## src/rtl/ex_stage_fwd_pkg.sv

```systemverilog
// Shared constants and helpers for the execute stage: opcodes, condition codes, CCR bit layout.
package ex_stage_fwd_pkg;

    localparam logic [1:0] OP_ADD  = 2'b00;
    localparam logic [1:0] OP_NAND = 2'b01;
    localparam logic [1:0] OP_PASS = 2'b10;
    localparam logic [1:0] OP_RSVD = 2'b11;

    localparam logic [1:0] COND_ALWAYS     = 2'b00;
    localparam logic [1:0] COND_ZERO       = 2'b01;
    localparam logic [1:0] COND_CARRY      = 2'b10;
    localparam logic [1:0] COND_ALWAYS_ALT = 2'b11;

    // CCR layout is {zero, carry}
    localparam int unsigned ZF = 1;
    localparam int unsigned CF = 0;

    // True when the condition depends on the CCR at all
    function automatic logic cond_uses_flags(input logic [1:0] cond);
        return (cond == COND_ZERO) || (cond == COND_CARRY);
    endfunction

    // Evaluate an execution condition against a CCR value
    function automatic logic cond_pass(input logic [1:0] cond, input logic [1:0] flags);
        logic pass;
        case (cond)
            COND_CARRY:                   pass = flags[CF];
            COND_ZERO:                    pass = flags[ZF];
            COND_ALWAYS, COND_ALWAYS_ALT: pass = 1'b1;
            default:                      pass = 1'b1;
        endcase
        return pass;
    endfunction

endpackage

```

## src/rtl/ex_stage_fwd_if.sv

```systemverilog
// Issue, bypass and result bus between register-read, execute and memory stages.
interface ex_stage_fwd_if #(
    parameter int unsigned WIDTH    = 16,
    parameter int unsigned REG_BITS = 3,
    parameter int unsigned NUM_FWD  = 3
);
    // Issue side
    logic                        in_valid;
    logic                        in_ready;
    logic [1:0]                  in_op;
    logic [1:0]                  in_cond;
    logic                        in_flag_we;
    logic [REG_BITS-1:0]         in_src_a;
    logic [REG_BITS-1:0]         in_src_b;
    logic                        in_use_a;
    logic                        in_use_b;
    logic [WIDTH-1:0]            in_rf_a;
    logic [WIDTH-1:0]            in_rf_b;
    logic [WIDTH-1:0]            in_imm;
    logic                        in_imm_sel;
    logic [REG_BITS-1:0]         in_dest;
    logic                        in_dest_we;

    // Bypass network and late CCR traffic from older instructions
    logic [NUM_FWD-1:0]          fwd_valid;
    logic [NUM_FWD*REG_BITS-1:0] fwd_reg;
    logic [NUM_FWD*WIDTH-1:0]    fwd_data;
    logic [NUM_FWD-1:0]          fwd_pending;
    logic                        flag_pending;
    logic                        ccr_wr_en;
    logic [1:0]                  ccr_wr_val;

    // Result side
    logic                        out_valid;
    logic                        out_ready;
    logic [WIDTH-1:0]            out_result;
    logic [REG_BITS-1:0]         out_dest;
    logic                        out_wr_en;
    logic [1:0]                  out_flags;

    modport master (
        output in_valid, in_op, in_cond, in_flag_we, in_src_a, in_src_b, in_use_a, in_use_b,
               in_rf_a, in_rf_b, in_imm, in_imm_sel, in_dest, in_dest_we,
               fwd_valid, fwd_reg, fwd_data, fwd_pending, flag_pending, ccr_wr_en, ccr_wr_val,
               out_ready,
        input  in_ready, out_valid, out_result, out_dest, out_wr_en, out_flags
    );

    modport slave (
        input  in_valid, in_op, in_cond, in_flag_we, in_src_a, in_src_b, in_use_a, in_use_b,
               in_rf_a, in_rf_b, in_imm, in_imm_sel, in_dest, in_dest_we,
               fwd_valid, fwd_reg, fwd_data, fwd_pending, flag_pending, ccr_wr_en, ccr_wr_val,
               out_ready,
        output in_ready, out_valid, out_result, out_dest, out_wr_en, out_flags
    );

endinterface

```

## src/rtl/ex_stage_fwd_fwd_select.sv

```systemverilog
// Operand forwarding mux: own result register, then youngest matching bypass, then register file.
module ex_stage_fwd_fwd_select #(
    parameter int unsigned WIDTH    = 16,
    parameter int unsigned REG_BITS = 3,
    parameter int unsigned NUM_FWD  = 3
) (
    input  logic [REG_BITS-1:0]         src,
    input  logic                        own_valid,
    input  logic [REG_BITS-1:0]         own_dest,
    input  logic [WIDTH-1:0]            own_data,
    input  logic [WIDTH-1:0]            rf,
    input  logic [NUM_FWD-1:0]          fwd_valid,
    input  logic [NUM_FWD*REG_BITS-1:0] fwd_reg,
    input  logic [NUM_FWD*WIDTH-1:0]    fwd_data,
    input  logic [NUM_FWD-1:0]          fwd_pending,
    output logic [WIDTH-1:0]            value,
    output logic                        pending
);

    logic found;

    // Priority select; the own register is never pending
    always_comb begin
        value   = rf;
        pending = 1'b0;
        found   = 1'b0;
        if (own_valid && (own_dest == src)) begin
            value = own_data;
            found = 1'b1;
        end
        for (int unsigned i = 0; i < NUM_FWD; i++) begin
            if (!found && fwd_valid[i] && (fwd_reg[i*REG_BITS +: REG_BITS] == src)) begin
                value   = fwd_data[i*WIDTH +: WIDTH];
                pending = fwd_pending[i];
                found   = 1'b1;
            end
        end
    end

endmodule

```

## src/rtl/ex_stage_fwd.sv

```systemverilog
// Execute stage: forwarded operands, ALU, conditional execution, CCR ownership, hazard stall.
module ex_stage_fwd
    import ex_stage_fwd_pkg::*;
#(
    parameter int unsigned WIDTH    = 16,
    parameter int unsigned REG_BITS = 3,
    parameter int unsigned NUM_FWD  = 3,
    parameter int unsigned CNT_W    = 16
) (
    input  logic             clk,
    input  logic             reset,
    input  logic             flush,
    ex_stage_fwd_if.slave    bus,
    output logic [1:0]       ccr,
    output logic [CNT_W-1:0] stall_cnt
);

    logic                out_valid_q;
    logic [WIDTH-1:0]    out_result_q;
    logic [REG_BITS-1:0] out_dest_q;
    logic                out_wr_en_q;
    logic [1:0]          out_flags_q;
    logic [1:0]          ccr_q;
    logic [CNT_W-1:0]    stall_cnt_q;

    logic [WIDTH-1:0]    fwd_a;
    logic [WIDTH-1:0]    fwd_b;
    logic                pend_a;
    logic                pend_b;
    logic [WIDTH-1:0]    op_a;
    logic [WIDTH-1:0]    op_b;
    logic [WIDTH:0]      sum;
    logic [WIDTH-1:0]    alu_result;
    logic                alu_carry;
    logic [1:0]          alu_flags;
    logic [1:0]          ccr_eff;
    logic                pass;
    logic                hazard;
    logic                fire;
    logic                own_valid;

    assign own_valid = out_valid_q && out_wr_en_q;

    ex_stage_fwd_fwd_select #(
        .WIDTH    (WIDTH),
        .REG_BITS (REG_BITS),
        .NUM_FWD  (NUM_FWD)
    ) u_sel_a (
        .src         (bus.in_src_a),
        .own_valid   (own_valid),
        .own_dest    (out_dest_q),
        .own_data    (out_result_q),
        .rf          (bus.in_rf_a),
        .fwd_valid   (bus.fwd_valid),
        .fwd_reg     (bus.fwd_reg),
        .fwd_data    (bus.fwd_data),
        .fwd_pending (bus.fwd_pending),
        .value       (fwd_a),
        .pending     (pend_a)
    );

    ex_stage_fwd_fwd_select #(
        .WIDTH    (WIDTH),
        .REG_BITS (REG_BITS),
        .NUM_FWD  (NUM_FWD)
    ) u_sel_b (
        .src         (bus.in_src_b),
        .own_valid   (own_valid),
        .own_dest    (out_dest_q),
        .own_data    (out_result_q),
        .rf          (bus.in_rf_b),
        .fwd_valid   (bus.fwd_valid),
        .fwd_reg     (bus.fwd_reg),
        .fwd_data    (bus.fwd_data),
        .fwd_pending (bus.fwd_pending),
        .value       (fwd_b),
        .pending     (pend_b)
    );

    // Operand selection, ALU, condition check and hazard detection
    always_comb begin
        op_a = fwd_a;
        op_b = bus.in_imm_sel ? bus.in_imm : fwd_b;

        sum        = {1'b0, op_a} + {1'b0, op_b};
        alu_result = op_b;
        alu_carry  = 1'b0;
        case (bus.in_op)
            OP_ADD: begin
                alu_result = sum[WIDTH-1:0];
                alu_carry  = sum[WIDTH];
            end
            OP_NAND:          alu_result = ~(op_a & op_b);
            OP_PASS, OP_RSVD: alu_result = op_b;
            default:          alu_result = op_b;
        endcase
        alu_flags     = 2'b00;
        alu_flags[ZF] = (alu_result == '0);
        alu_flags[CF] = alu_carry;

        // A same-cycle late write from an older instruction is visible to the condition
        ccr_eff = bus.ccr_wr_en ? bus.ccr_wr_val : ccr_q;
        pass    = cond_pass(bus.in_cond, ccr_eff);

        // An immediate B operand never waits on the bypass network
        hazard = (bus.in_use_a && pend_a)
              || (bus.in_use_b && !bus.in_imm_sel && pend_b)
              || (cond_uses_flags(bus.in_cond) && bus.flag_pending);

        bus.in_ready = reset && (!out_valid_q || bus.out_ready) && !hazard;
        fire         = bus.in_valid && bus.in_ready && !flush;
    end

    // Output register: load on fire, hold under backpressure, drain otherwise
    always_ff @(posedge clk) begin
        if (!reset) begin
            out_valid_q  <= 1'b0;
            out_result_q <= '0;
            out_dest_q   <= '0;
            out_wr_en_q  <= 1'b0;
            out_flags_q  <= 2'b00;
        end else if (flush) begin
            out_valid_q <= 1'b0;
        end else if (fire) begin
            out_valid_q  <= 1'b1;
            out_result_q <= alu_result;
            out_dest_q   <= bus.in_dest;
            out_wr_en_q  <= bus.in_dest_we && pass;
            out_flags_q  <= alu_flags;
        end else if (bus.out_ready) begin
            out_valid_q <= 1'b0;
        end
    end

    // CCR: the executing (younger) instruction wins over the late writeback update
    always_ff @(posedge clk) begin
        if (!reset) begin
            ccr_q <= 2'b00;
        end else if (fire && pass && bus.in_flag_we) begin
            ccr_q <= alu_flags;
        end else if (bus.ccr_wr_en) begin
            ccr_q <= bus.ccr_wr_val;
        end
    end

    // Saturating count of cycles an offered instruction was held by a hazard
    always_ff @(posedge clk) begin
        if (!reset) begin
            stall_cnt_q <= '0;
        end else if (bus.in_valid && hazard && (stall_cnt_q != {CNT_W{1'b1}})) begin
            stall_cnt_q <= stall_cnt_q + 1'b1;
        end
    end

    assign bus.out_valid  = out_valid_q;
    assign bus.out_result = out_result_q;
    assign bus.out_dest   = out_dest_q;
    assign bus.out_wr_en  = out_wr_en_q;
    assign bus.out_flags  = out_flags_q;
    assign ccr            = ccr_q;
    assign stall_cnt      = stall_cnt_q;

endmodule

```

## src/flat_wrapper.sv

```systemverilog
// flat-port wrapper written by rule: the top's interface ports become plain ports
module ex_stage_fwd_flat import ex_stage_fwd_pkg::*;
#(
    parameter int unsigned WIDTH    = 16,
    parameter int unsigned REG_BITS = 3,
    parameter int unsigned NUM_FWD  = 3,
    parameter int unsigned CNT_W    = 16
)
  (clk, reset, flush, ccr, stall_cnt, bus_in_valid, bus_in_op, bus_in_cond, bus_in_flag_we, bus_in_src_a, bus_in_src_b, bus_in_use_a, bus_in_use_b, bus_in_rf_a, bus_in_rf_b, bus_in_imm, bus_in_imm_sel, bus_in_dest, bus_in_dest_we, bus_fwd_valid, bus_fwd_reg, bus_fwd_data, bus_fwd_pending, bus_flag_pending, bus_ccr_wr_en, bus_ccr_wr_val, bus_out_ready, bus_in_ready, bus_out_valid, bus_out_result, bus_out_dest, bus_out_wr_en, bus_out_flags);
  ex_stage_fwd_if #(.WIDTH(WIDTH), .REG_BITS(REG_BITS), .NUM_FWD(NUM_FWD)) bus_i ();
  input  logic clk;
  input  logic reset;
  input  logic flush;
  output logic [1:0] ccr;
  output logic [CNT_W-1:0] stall_cnt;
  input wire logic [$bits(bus_i.in_valid)-1:0] bus_in_valid;
  input wire logic [$bits(bus_i.in_op)-1:0] bus_in_op;
  input wire logic [$bits(bus_i.in_cond)-1:0] bus_in_cond;
  input wire logic [$bits(bus_i.in_flag_we)-1:0] bus_in_flag_we;
  input wire logic [$bits(bus_i.in_src_a)-1:0] bus_in_src_a;
  input wire logic [$bits(bus_i.in_src_b)-1:0] bus_in_src_b;
  input wire logic [$bits(bus_i.in_use_a)-1:0] bus_in_use_a;
  input wire logic [$bits(bus_i.in_use_b)-1:0] bus_in_use_b;
  input wire logic [$bits(bus_i.in_rf_a)-1:0] bus_in_rf_a;
  input wire logic [$bits(bus_i.in_rf_b)-1:0] bus_in_rf_b;
  input wire logic [$bits(bus_i.in_imm)-1:0] bus_in_imm;
  input wire logic [$bits(bus_i.in_imm_sel)-1:0] bus_in_imm_sel;
  input wire logic [$bits(bus_i.in_dest)-1:0] bus_in_dest;
  input wire logic [$bits(bus_i.in_dest_we)-1:0] bus_in_dest_we;
  input wire logic [$bits(bus_i.fwd_valid)-1:0] bus_fwd_valid;
  input wire logic [$bits(bus_i.fwd_reg)-1:0] bus_fwd_reg;
  input wire logic [$bits(bus_i.fwd_data)-1:0] bus_fwd_data;
  input wire logic [$bits(bus_i.fwd_pending)-1:0] bus_fwd_pending;
  input wire logic [$bits(bus_i.flag_pending)-1:0] bus_flag_pending;
  input wire logic [$bits(bus_i.ccr_wr_en)-1:0] bus_ccr_wr_en;
  input wire logic [$bits(bus_i.ccr_wr_val)-1:0] bus_ccr_wr_val;
  input wire logic [$bits(bus_i.out_ready)-1:0] bus_out_ready;
  output wire logic [$bits(bus_i.in_ready)-1:0] bus_in_ready;
  output wire logic [$bits(bus_i.out_valid)-1:0] bus_out_valid;
  output wire logic [$bits(bus_i.out_result)-1:0] bus_out_result;
  output wire logic [$bits(bus_i.out_dest)-1:0] bus_out_dest;
  output wire logic [$bits(bus_i.out_wr_en)-1:0] bus_out_wr_en;
  output wire logic [$bits(bus_i.out_flags)-1:0] bus_out_flags;
  assign bus_i.in_valid = bus_in_valid;
  assign bus_i.in_op = bus_in_op;
  assign bus_i.in_cond = bus_in_cond;
  assign bus_i.in_flag_we = bus_in_flag_we;
  assign bus_i.in_src_a = bus_in_src_a;
  assign bus_i.in_src_b = bus_in_src_b;
  assign bus_i.in_use_a = bus_in_use_a;
  assign bus_i.in_use_b = bus_in_use_b;
  assign bus_i.in_rf_a = bus_in_rf_a;
  assign bus_i.in_rf_b = bus_in_rf_b;
  assign bus_i.in_imm = bus_in_imm;
  assign bus_i.in_imm_sel = bus_in_imm_sel;
  assign bus_i.in_dest = bus_in_dest;
  assign bus_i.in_dest_we = bus_in_dest_we;
  assign bus_i.fwd_valid = bus_fwd_valid;
  assign bus_i.fwd_reg = bus_fwd_reg;
  assign bus_i.fwd_data = bus_fwd_data;
  assign bus_i.fwd_pending = bus_fwd_pending;
  assign bus_i.flag_pending = bus_flag_pending;
  assign bus_i.ccr_wr_en = bus_ccr_wr_en;
  assign bus_i.ccr_wr_val = bus_ccr_wr_val;
  assign bus_i.out_ready = bus_out_ready;
  assign bus_in_ready = bus_i.in_ready;
  assign bus_out_valid = bus_i.out_valid;
  assign bus_out_result = bus_i.out_result;
  assign bus_out_dest = bus_i.out_dest;
  assign bus_out_wr_en = bus_i.out_wr_en;
  assign bus_out_flags = bus_i.out_flags;
  ex_stage_fwd #(.WIDTH(WIDTH), .REG_BITS(REG_BITS), .NUM_FWD(NUM_FWD), .CNT_W(CNT_W)) u_core (.clk(clk), .reset(reset), .flush(flush), .bus(bus_i), .ccr(ccr), .stall_cnt(stall_cnt));
endmodule
```

## config.mk

```make
export PLATFORM = sky130hd
export DESIGN_NAME = ex_stage_fwd_flat
export DESIGN_NICKNAME = d
export VERILOG_FILES = /design/src/rtl/ex_stage_fwd_pkg.sv /design/src/rtl/ex_stage_fwd_if.sv /design/src/rtl/ex_stage_fwd_fwd_select.sv /design/src/rtl/ex_stage_fwd.sv /design/src/flat_wrapper.sv
export SDC_FILE = /design/constraint.sdc
export NUM_CORES = 1
export LEC_CHECK = 0
export CAP_MARGIN = 5
export CORE_ASPECT_RATIO = 0.7
export CORE_MARGIN = 3
export CORE_UTILIZATION = 30
export CTS_BUF_LIST = sky130_fd_sc_hd__clkbuf_16
export CTS_CLUSTER_DIAMETER = 40
export CTS_CLUSTER_SIZE = 20
export DETAILED_ROUTE_END_ITERATION = 10
export PLACE_DENSITY = 0.69
export SLEW_MARGIN = 15
export SYNTH_ARGS = -nofsm -noshare
export SYNTH_HDL_FRONTEND = slang
export SYNTH_SLANG_ARGS = --single-unit
export TNS_END_PERCENT = 5
```

## constraint.sdc

```tcl
create_clock -name clk -period 5.55 [get_ports clk]
set_input_delay 0.8325 -clock clk [delete_from_list [all_inputs] [get_ports clk]]
set_output_delay 0.8325 -clock clk [all_outputs]
set_load 0.01 [all_outputs]
```

==> flow_metrics.tcl <==
set metrics [dict create \
    viasPerCell 5.502 \
    place_congestion 0.9910 \
    wirelength_um 22050 \
    die-width_um 161.2 \
    final.min_clock_period_ps 5117 \
    clk_path_buf_depth 2 \
    yosysUniqueCellTypes 80 \
    async_reset_ff_share_pct 0 \
    syn_inst 737 \
    outcome "finished clean" \
    initial_core_util_pct 30.84 \
    crit_arrival_ps 5340 \
    firstDrtPassIters 4 \
    crit_chain "clkdlybuf4s50_1 -> xnor2_1 -> and4_1 -> buf_4 -> nor2_1 -> a221oi_1 -> mux2i_1 -> o21ai_1 -> ha_1 -> a21o_1 -> nand2_1 -> a21oi_1 -> or3_1 -> a21o_1 -> a21oi_1 -> or3b_1 -> a21o_1 -> a21oi_1 -> nand4_1 -> o21ai_1" \
    drive_gt1_share_pct 8.944 \
    die_area_mm2 0.01847 \
    reg2reg_from "u_core.bus.out_wr_en" \
    slowest_stage "clkdlybuf4s50_1" \
    cts_tree "yes" \
    core_mm2 0.01640 \
    portBuffers 179 \
    ant_nets 0 \
    grt_pass1_vias 6107 \
    area_growth_pct 49.22 \
    dieHeight_um 114.6 \
    synth_flop_cell "dfxtp_1" \
    drc_errors 0 \
    overflow 0 \
    clock_latency_ps 300 \
    cts.sinks 41 \
    rsz0062_at_grt "false" \
    critPathMaxStageDelay_ps 450 \
    fmax_ghz 0.1954 \
    required_ps 5770 \
    hold_class "reg -> reg" \
    yosys_warnings 0 \
    finClkSkew_ps 6.404 \
    maxCapViolCount 0 \
    period_share_pct 92.20 \
    synth_nets 894 \
    synth.avg_cell_area_um2 6.860 \
    min_from "u_core.bus.out_flags[1]" \
    end_kind "flip-flop" \
    ys_ff_latch 41 \
    p_total_mw 1.349 \
    peakVddDrop_mv 0.1306 \
    critPathLaunchType "primary input" \
    post-route-util_pct 46.02 \
    slew_headroom_pct 35.43 \
    layout.nets 1084 \
    grt_max_degree 36 \
    ioPinCount 180 \
    hpwl_um 18020 \
    grt_first_pass_wirelength_um 34350 \
    critPathMaxFanout 6 \
    hold_viol 0 \
    netlist_area_mm2 0.005056 \
    p_leak_nw 3.059 \
    diodes 0 \
    hold_ws_ps 473.1 \
    finalSetupViolCount 0 \
    layoutNonFillerInstCount 1153 \
    synth_seq_area_share_pct 16.23 \
    crit_buf_inv 2 \
    placed_cells 1144 \
    power.density_mw_per_mm2 178.8 \
    critPathKind "in -> reg" \
    slew_violations 0 \
    clkTransAtPathRegs_ps 60 \
    critPathLaunch "bus_fwd_reg[1]" \
    synth-edff-count 0 \
    initialDrtViolationCount 504 \
    track_usage_pct 23.29 \
    cts-root-buf "clkbuf_16" \
    antenna_found_initial 0 \
    numCtsBuffers 5 \
    rows 39 \
    cp_top_family "compound AO/OA/AOI/OAI gates" \
    cts_max_level 2 \
    wl_per_cell_um 19.12 \
    tightest_slew_ps 965.5 \
    vias 6344 \
]
[path summary, 6_finish.rpt]
kind | slack [ps] | depth (start not counted) | to
worst max-delay path | 430 | 20 | u_core.ccr[1]
worst min register to register | 470 | 2 | u_core.bus.out_flags[1]
worst min-delay path | 470 | 2 | u_core.bus.out_flags[1]
worst max register to register | 1070 | 18 | u_core.ccr[1]
[cells in the mapped netlist (all sizes together), types with 2 or more instances]
cell type,number,area (um^2)
a31oi,7,43.79
a21oi,63,319.1
a21boi,3,22.52
mux2,3,33.78
o32ai,2,17.52
nand3,21,110.1
o31a,2,17.52
o21ai,55,279.0
xnor2,23,201.4
dfxtp,41,820.8
o311a,2,20.02
or4,3,22.52
and4,8,72.57
nor2b,7,43.79
nand2b,4,25.02
nand2,103,389.1
inv,15,56.30
a211oi,25,187.7
o2bb2ai,2,17.52
nor3b,4,30.03
a311oi,11,120.1
nand4,18,118.9
nor2,91,344.1
o211ai,2,28.78
a22oi,3,22.52
xor2,19,166.4
nor4,7,80.07
mux2i,33,330.3
o31ai,6,45.04
buf,13,72.56
o21a,4,30.03
o221ai,5,43.79
a221oi,2,17.52
and3,7,43.79
o32a,2,20.02
or2,4,25.03
or3,5,31.28
ha,19,237.7
clkbuf,34,127.6
nor3,12,60.06
and2,11,68.82
a21o,18,135.1
[where the power goes]
| part | switching [mW] | internal [mW] | total, mW |
|---|---|---|---|
| combinational | 0.385 | 0.344 | 0.729 |
| sequential | 0.0118 | 0.303 | 0.315 |
| clock | 0.136 | 0.169 | 0.305 |
[layout make-up]
cell class / count / area, um^2
Clock buffer: 5 / 125.1
Clock inverter: 3 / 25.02
Fill cell: 1739 / 8851
Inverter: 16 / 60.06
Multi-Input combinational cell: 633 / 4000
Sequential cell: 41 / 820.8
Tap cell: 225 / 281.5
Timing Repair Buffer: 230 / 2232
[flip-flops by register name, indices dropped and copies added (netlist names)]
name and count:
u_core.bus.out_flags 2, u_core.stall_cnt 16, u_core.bus.out_result 16, u_core.bus.out_valid 1
u_core.bus.out_wr_en 1, u_core.ccr 2, u_core.bus.out_dest 3
[layout by cell type, fill, tap and decap left out, types with 9 or more instances in the layout]
cell type and n:
buf_4 47, xor2_1 19, a311oi_1 9, mux2i_1 33, a21oi_1 61, ha_1 19, nand4_1 17, nor2_1 90
xnor2_1 21, o21ai_1 9, a211oi_1 25, o21ai_0 45, clkdlybuf4s50_1 176, nor3_1 12, dfxtp_1 41, nand2_1 101
inv_1 15, nand3_1 20, a21o_1 18, and2_1 10
[worst min-delay path, delay by kind of cell, from the launching register on]
kind | cells | cell delay, ps
flops | 1 | 320
simple gates | 1 | 60
compound gates | 1 | 50
[stage by stage]
step,cell area [um^2],worst slack (ps),TNS (ps)
final,7545,432.7,0
after global routing,7545,81.94,0
after CTS,7505,234.9,0
after detailed placement,7355,-46.70,-60.10
after global placement,7355,-11.57,-11.57
after floorplan,5056,717.8,0
[kinds of logic (layout without fill, tap and decap cells)]
logic type | count (synthesis) | in the layout | share of synthesized area (%)
simple gates | 309 | 309 | 29.67
compound gates | 227 | 227 | 29.77
buf+inv | 63 | 254 | 5.147
fa+ha+maj | 19 | 19 | 4.702
xor+xnor | 42 | 42 | 7.275
flops | 41 | 41 | 16.23
mux | 36 | 36 | 7.201
[layer usage]
metal	wire length, um	share of wire (%)	up-vias	GRT usage, %
met3	2271	10	20	6.038
met1	10310	47	2915	33.68
met5	0	0	-	0
met4	231	1.0	0	3.266
met2	9234	42	325	35.60
li1	-	-	3084	-
[repair_timing]
| item | in CTS | in global routing |
|---|---|---|
| resized for setup | 0 | 11 |
| buffers inserted | 0 | 1 |
| hold buffers | 0 | 0 |
| endpoints found under the setup margin | 0 | 2 |
No activity file was read; power rests on OpenSTA's default activity.
